`src/rtl/mo_mul_lanes.sv`:
```
// LANES-wide pipelined Montgomery multiplier (a*b*R^-1 mod Q, lazy result in [0,2Q)) behind one
// bubble-collapsing valid/ready pipeline. Define MO_MUL_FULL_REDUCE_EN for a final canonicalising stage.
module mo_mul_lanes #(
  parameter int unsigned DATA_WIDTH = 14,
  parameter int unsigned Q          = 3329,
  parameter int unsigned LANES      = 2,
  parameter int unsigned STAGES     = 3,
  parameter int unsigned TAG_WIDTH  = 4
) (
  input  logic                            clk,
  input  logic                            rst,
  input  logic                            in_valid,
  output logic                            in_ready,
  input  logic                            in_mode,
  input  logic [TAG_WIDTH-1:0]            in_tag,
  input  logic [LANES*DATA_WIDTH-1:0]     a,
  input  logic [LANES*DATA_WIDTH-1:0]     b,
  output logic                            out_valid,
  input  logic                            out_ready,
  output logic [LANES*DATA_WIDTH-1:0]     result,
  output logic [TAG_WIDTH-1:0]            out_tag
);

  localparam int unsigned DW = DATA_WIDTH;
  localparam int unsigned PW = 2 * DATA_WIDTH;
  localparam int unsigned LW = LANES * DATA_WIDTH;
`ifdef MO_MUL_FULL_REDUCE_EN
  localparam int unsigned L  = STAGES + 1;
`else
  localparam int unsigned L  = STAGES;
`endif
  // First stage holding the reduced value t; with only two stages the whole REDC sits in stage 2.
  localparam int unsigned T0 = (STAGES == 2) ? 2 : 3;

  function automatic logic [63:0] calc_qinv();
    logic [63:0] inv;
    logic [63:0] mask;
    mask = (64'd1 << DATA_WIDTH) - 64'd1;
    inv  = 64'(Q);
    for (int i = 0; i < 6; i++) inv = inv * (64'd2 - 64'(Q) * inv);
    return ((~inv) + 64'd1) & mask;
  endfunction

  function automatic logic [63:0] calc_r2();
    logic [63:0] rm;
    rm = (64'd1 << DATA_WIDTH) % 64'(Q);
    return (rm * rm) % 64'(Q);
  endfunction

  localparam int unsigned   QINV   = 32'(calc_qinv());
  localparam int unsigned   R2     = 32'(calc_r2());
  localparam logic [DW-1:0] Q_W    = DW'(Q);
  localparam logic [DW-1:0] QINV_W = DW'(QINV);
  localparam logic [DW-1:0] R2_W   = DW'(R2);

  if ((Q % 2 == 0) || (64'(4) * 64'(Q) >= (64'd1 << DATA_WIDTH))) begin : g_bad_q
    $error("mo_mul_lanes: Q must be odd and satisfy 4*Q < 2**DATA_WIDTH");
  end
  if (STAGES < 2) begin : g_bad_stages
    $error("mo_mul_lanes: STAGES must be at least 2");
  end

  function automatic logic [PW-1:0] lane_mul(input logic [DW-1:0] x, input logic [DW-1:0] y);
    return PW'(x) * PW'(y);
  endfunction

  function automatic logic [DW-1:0] lane_mfac(input logic [DW-1:0] p_lo);
    return p_lo * QINV_W;
  endfunction

  // p + m*Q is an exact multiple of R and stays below R^2 for in-contract operands.
  function automatic logic [DW-1:0] lane_redc(input logic [PW-1:0] p, input logic [DW-1:0] m);
    logic [PW-1:0] s;
    s = p + PW'(m) * PW'(Q_W);
    return DW'(s >> DW);
  endfunction

  function automatic logic [DW-1:0] lane_mont(input logic [DW-1:0] x, input logic [DW-1:0] y);
    logic [PW-1:0] p;
    p = lane_mul(x, y);
    return lane_redc(p, lane_mfac(p[DW-1:0]));
  endfunction

  logic [L:1]           v_q, v_d, en_c;
  logic [TAG_WIDTH-1:0] tag_q [1:L];
  logic [TAG_WIDTH-1:0] tag_d [1:L];
  logic [LW-1:0]        opa_q, opa_d, opb_q, opb_d;
  logic [LW-1:0]        tcore_c;
  logic [LW-1:0]        t_q [T0:STAGES];
  logic [LW-1:0]        t_d [T0:STAGES];

  // A stage may load when it is empty or everything downstream of it can move.
  always_comb begin : p_enable
    logic acc;
    acc  = out_ready;
    en_c = '0;
    for (int k = L; k >= 1; k--) begin
      acc     = acc | ~v_q[k];
      en_c[k] = acc;
    end
  end

  always_comb begin : p_next
    v_d   = v_q;
    tag_d = tag_q;
    opa_d = opa_q;
    opb_d = opb_q;
    t_d   = t_q;
    if (en_c[1]) begin
      v_d[1]   = in_valid;
      tag_d[1] = in_tag;
      opa_d    = a;
      opb_d    = in_mode ? {LANES{R2_W}} : b;
    end
    for (int k = 2; k <= L; k++) begin
      if (en_c[k]) begin
        v_d[k]   = v_q[k-1];
        tag_d[k] = tag_q[k-1];
      end
    end
    if (en_c[T0]) t_d[T0] = tcore_c;
    for (int k = T0 + 1; k <= STAGES; k++) begin
      if (en_c[k]) t_d[k] = t_q[k-1];
    end
  end

  always_ff @(posedge clk or posedge rst) begin : p_regs
    if (rst) begin
      v_q   <= '0;
      opa_q <= '0;
      opb_q <= '0;
      for (int k = 1; k <= L; k++) tag_q[k] <= '0;
      for (int k = T0; k <= STAGES; k++) t_q[k] <= '0;
    end else begin
      v_q   <= v_d;
      tag_q <= tag_d;
      opa_q <= opa_d;
      opb_q <= opb_d;
      t_q   <= t_d;
    end
  end

  if (STAGES == 2) begin : g_core_short
    always_comb begin : p_core
      tcore_c = '0;
      for (int i = 0; i < LANES; i++)
        tcore_c[i*DW +: DW] = lane_mont(opa_q[i*DW +: DW], opb_q[i*DW +: DW]);
    end
  end else begin : g_core_split
    // Stage 2 holds the product and m; stage 3 finishes the reduction.
    logic [LANES*PW-1:0] p_q, p_d;
    logic [LW-1:0]       m_q, m_d;

    always_comb begin : p_core
      p_d     = p_q;
      m_d     = m_q;
      tcore_c = '0;
      for (int i = 0; i < LANES; i++) begin
        if (en_c[2]) begin
          p_d[i*PW +: PW] = lane_mul(opa_q[i*DW +: DW], opb_q[i*DW +: DW]);
          m_d[i*DW +: DW] = lane_mfac(p_d[i*PW +: DW]);
        end
        tcore_c[i*DW +: DW] = lane_redc(p_q[i*PW +: PW], m_q[i*DW +: DW]);
      end
    end

    always_ff @(posedge clk or posedge rst) begin : p_core_regs
      if (rst) begin
        p_q <= '0;
        m_q <= '0;
      end else begin
        p_q <= p_d;
        m_q <= m_d;
      end
    end
  end

`ifdef MO_MUL_FULL_REDUCE_EN
  logic [LW-1:0] red_q, red_d;

  // Lazy t is below 2Q, so a single conditional subtract makes it canonical.
  always_comb begin : p_reduce
    red_d = red_q;
    if (en_c[L]) begin
      for (int i = 0; i < LANES; i++)
        red_d[i*DW +: DW] = (t_q[STAGES][i*DW +: DW] >= Q_W) ?
                            t_q[STAGES][i*DW +: DW] - Q_W : t_q[STAGES][i*DW +: DW];
    end
  end

  always_ff @(posedge clk or posedge rst) begin : p_reduce_regs
    if (rst) red_q <= '0;
    else     red_q <= red_d;
  end

  assign result = red_q;
`else
  assign result = t_q[STAGES];
`endif

  assign out_valid = v_q[L];
  assign out_tag   = tag_q[L];
  assign in_ready  = en_c[1];

endmodule

```
`config.mk`:
```
export PLATFORM = sky130hd
export DESIGN_NAME = mo_mul_lanes
export DESIGN_NICKNAME = d
export VERILOG_FILES = /design/src/rtl/mo_mul_lanes.sv
export SDC_FILE = /design/constraint.sdc
export NUM_CORES = 2
export LEC_CHECK = 0
export CORE_ASPECT_RATIO = 1.5
export CORE_MARGIN = 2
export CORE_UTILIZATION = 55
export DETAILED_ROUTE_END_ITERATION = 8
export PLACE_DENSITY = 0.75
export SKIP_LAST_GASP = 1
export SLEW_MARGIN = 30
export SYNTH_ARGS = -nofsm -noshare
export SYNTH_HDL_FRONTEND = slang
export SYNTH_SLANG_ARGS = --single-unit
```
`constraint.sdc`:
```
create_clock -name clk -period 8.8 [get_ports clk]
set_input_delay 2.64 -clock clk [delete_from_list [all_inputs] [get_ports clk]]
set_output_delay 2.64 -clock clk [all_outputs]
set_load 0.02 [all_outputs]
```
==> results.rst <==
.. list-table::
   :header-rows: 1

   * - Metric
     - Value
   * - Critical-path top delay cell
     - sky130_fd_sc_hd__fa_1
   * - Final critical delay including setup and external delays
     - 8.47 ns
   * - Total number of vias
     - 20300
   * - Grt met2 use
     - 0.416
   * - Distinct cell type count after synthesis
     - 58
   * - CP dominant cell by count
     - sky130_fd_sc_hd__fa_1
   * - Final RePlAce weighted congestion
     - 0.881
   * - Count of buffers from port buffering
     - 98
   * - DPL Wire Length
     - 50.6 mm
   * - Synthesized area
     - 0.0289 mm2
   * - Number of top-level pins
     - 99
   * - Worst Path Required
     - 9.14 ns
   * - Post-synth ARST share
     - 1.00
   * - P&R area growth vs syn
     - 8.48%
   * - Total count of max-transition violations in the final report
     - 0
   * - Portion of the clock cycle consumed by the worst path in the final layout
     - 0.962
   * - Die span in x
     - 191 um
   * - Setup Skew
     - 0.0130 ns
   * - Max-cap violation count
     - 0
   * - Max transition margin
     - 0.429
   * - Maximum cell stage delay along the critical path
     - 0.58 ns
   * - Total grt overflow
     - 0
   * - Via count normalized by instance count
     - 5.15
   * - Floorplan Core Area
     - 0.0523 mm2
   * - Drt drc
     - 0
   * - Class of the tightest hold or removal check
     - flip-flop to flip-flop
   * - RSZ-0062 raised after global routing
     - true
   * - Initial Utilization
     - 0.553
   * - Vias in the first global route
     - 21600
   * - Number of enable-type register cells in the synthesized netlist
     - 0
   * - Kind of end point of the critical path
     - flip-flop
   * - Die Area
     - 0.0545 mm2
   * - Outcome
     - complete, no violations
   * - Setup_tns
     - 0 ns
   * - Hold Vio Cnt, Final
     - 0
   * - Clk slew on worst S/H paths
     - 0.08 ns
   * - Count of nets after finishing
     - 4194
   * - DRT iter0 DRCs
     - 933
   * - Critical setup path kind
     - flip-flop to flip-flop
   * - Clock net sink count
     - 181
   * - Least-Margin Pin Slew
     - 0.857 ns
   * - First-pass GRT wire length
     - 104 mm
   * - Number of placement rows
     - 103
   * - Worst Path Max Fanout
     - 11
   * - Detailed Route WL
     - 60.4 mm
   * - Detail Route Antenna Nets
     - 0
   * - TritonCTS clock tree
     - done
   * - Mapped Cells
     - 3189
   * - Maximum clock frequency
     - 118 MHz
   * - Most Crowded Layer GR
     - met2
   * - Y dimension of the die
     - 285 um
   * - Share of final-layout standard cells stronger than drive strength 1
     - 0.0325
   * - Pin count of the biggest net entering global routing
     - 73
   * - Routed wire length per instance
     - 15.3 um
   * - Met1 capacity usage during global routing
     - 0.305
   * - Antenna diodes
     - 0
   * - Portion of the post-synthesis area used by sequential elements
     - 0.156
   * - Cell at the root of the clock tree
     - sky130_fd_sc_hd__clkbuf_16
   * - Startpoint kind of the worst setup timing path
     - flip-flop
   * - GR met3 Demand/Resource
     - 0.0279
   * - Global-route usage over all layers
     - 0.237
   * - Post-synthesis average cell area
     - 9.08 um2
   * - Most frequent cells in the layout
     - sky130_fd_sc_hd__inv_1 (700), sky130_fd_sc_hd__ha_1 (454), sky130_fd_sc_hd__nand2_1 (431)
   * - Synth Register Bits
     - 181
   * - Arrival time reported for the critical path endpoint
     - 8.81 ns
   * - Most common library cell in the layout ignoring fill and taps
     - sky130_fd_sc_hd__inv_1
   * - Number of hold buffers added after cts
     - 0
   * - Synthesized Nets
     - 4130
   * - Clock network latency to the later pin of the worst-skew pair
     - 0.48 ns
   * - Clock Tree Buf Depth
     - 2
   * - Length of the first detailed-routing pass in iterations
     - 5
   * - CTS H-tree lvls
     - 4
   * - Initial antenna violation count
     - 0
   * - Number of clock buffers inserted by TritonCTS
     - 17
   * - Setup violation total in the final timing report
     - 0
   * - Yosys warnings
     - 0
   * - Most used flip-flop cell after synthesis
     - sky130_fd_sc_hd__dfrtp_1
[critical path: cells and delay by family (launching register included)]
kind / cells / cell delay [ns]
and+or+nand+nor: 3 / 0.82
AOI/OAI and AO/OA: 3 / 0.48
DFF: 1 / 0.42
buffers and inverters: 6 / 0.42
adders and majority gates: 11 / 4.80
xor gates and xnor gates: 7 / 1.37
[layout make-up]
type / instances / area [um2]
clock buffers: 17 / 425
repair buffers: 148 / 1360
inverters: 702 / 2650
clock inverters: 15 / 175
multi-input cells: 2203 / 21400
fillers: 4543 / 20900
flip-flops and latches: 181 / 4540
well taps: 682 / 853
[registers in the layout, indices dropped and copies added (netlist names)]
| register | cells |
|---|---|
| result | 28 |
| g_core_split.p_q | 56 |
| tag_q | 8 |
| opa_q | 28 |
| opb_q | 28 |
| g_core_split.m_q | 26 |
| out_tag | 4 |
| v_q | 3 |
[cells in the mapped netlist, types with 33 or more instances]
cell type	n	share of area
sky130_fd_sc_hd__xor2_1	43	0.013
sky130_fd_sc_hd__dfrtp_1	181	0.16
sky130_fd_sc_hd__nor2_1	94	0.012
sky130_fd_sc_hd__nand2_1	432	0.056
sky130_fd_sc_hd__ha_1	455	0.20
sky130_fd_sc_hd__inv_1	701	0.091
sky130_fd_sc_hd__clkbuf_1	95	0.012
sky130_fd_sc_hd__fa_1	421	0.29
sky130_fd_sc_hd__xnor2_1	63	0.019
sky130_fd_sc_hd__a21o_1	33	0.0086
sky130_fd_sc_hd__o21ai_0	109	0.019
sky130_fd_sc_hd__and2_1	237	0.051
sky130_fd_sc_hd__a21oi_1	86	0.015
[metal layers]
layer | up-vias | part of all wire
li1 | 9939 | -
met1 | 9932 | 0.44
met2 | 360 | 0.51
met3 | 87 | 0.036
met4 | 0 | 0.022
met5 | - | 0
[metrics by stage]
| stage | std cells | hold WS (ns) | setup slack [ns] | area, um2 | util |
|---|---|---|---|---|---|
| 2_1_floorplan | 3189 | 0.426 | 0.539 | 28900 | - |
| 3_3_place_gp | 3908 | 0.453 | 0.377 | 30700 | 0.587 |
| 3_5_place_dp | 3908 | 0.452 | 0.202 | 30700 | 0.587 |
| 4_1_cts | 3940 | 0.476 | 0.152 | 31300 | 0.598 |
| 5_1_grt | 3948 | 0.507 | -0.0233 | 31400 | 0.600 |
| 6_report | 3948 | 0.479 | 0.335 | 31400 | 0.600 |
[timing repair]
item                       4_1_cts  5_1_grt
buffers inserted                 0        8
setup endpoints to repair        0        4
resized for setup                0       10
hold endpoints to repair         0        0
[cell families after synthesis]
| kind of cell | synth area share |
|---|---|
| fa+ha+maj | 0.488 |
| simple gates | 0.142 |
| buf+inv | 0.105 |
| compound gates | 0.0732 |
| flops | 0.156 |
| xor+xnor | 0.0344 |
| mux | 0.000778 |
[path summary, 6_finish.rpt]
| path | start | depth (start not counted) | slack [ns] | to |
|---|---|---|---|---|
| hold / removal | g_core_split.p_q[24] | 2 | 0.48 | g_core_split.p_q[24] |
| setup / recovery | opa_q[18] | 30 | 0.33 | g_core_split.m_q[27] |
| setup reg to reg | opa_q[18] | 30 | 0.33 | g_core_split.m_q[27] |
| min in group asynchronous | rst | 2 | 2.61 | opa_q[1] |
| max in group asynchronous | rst | 3 | 4.93 | result[27] |
| hold reg to reg | g_core_split.p_q[24] | 2 | 0.48 | g_core_split.p_q[24] |
Power is not shown: default switching activity piles up to over one toggle a cycle in this logic, so the estimate is an artifact.
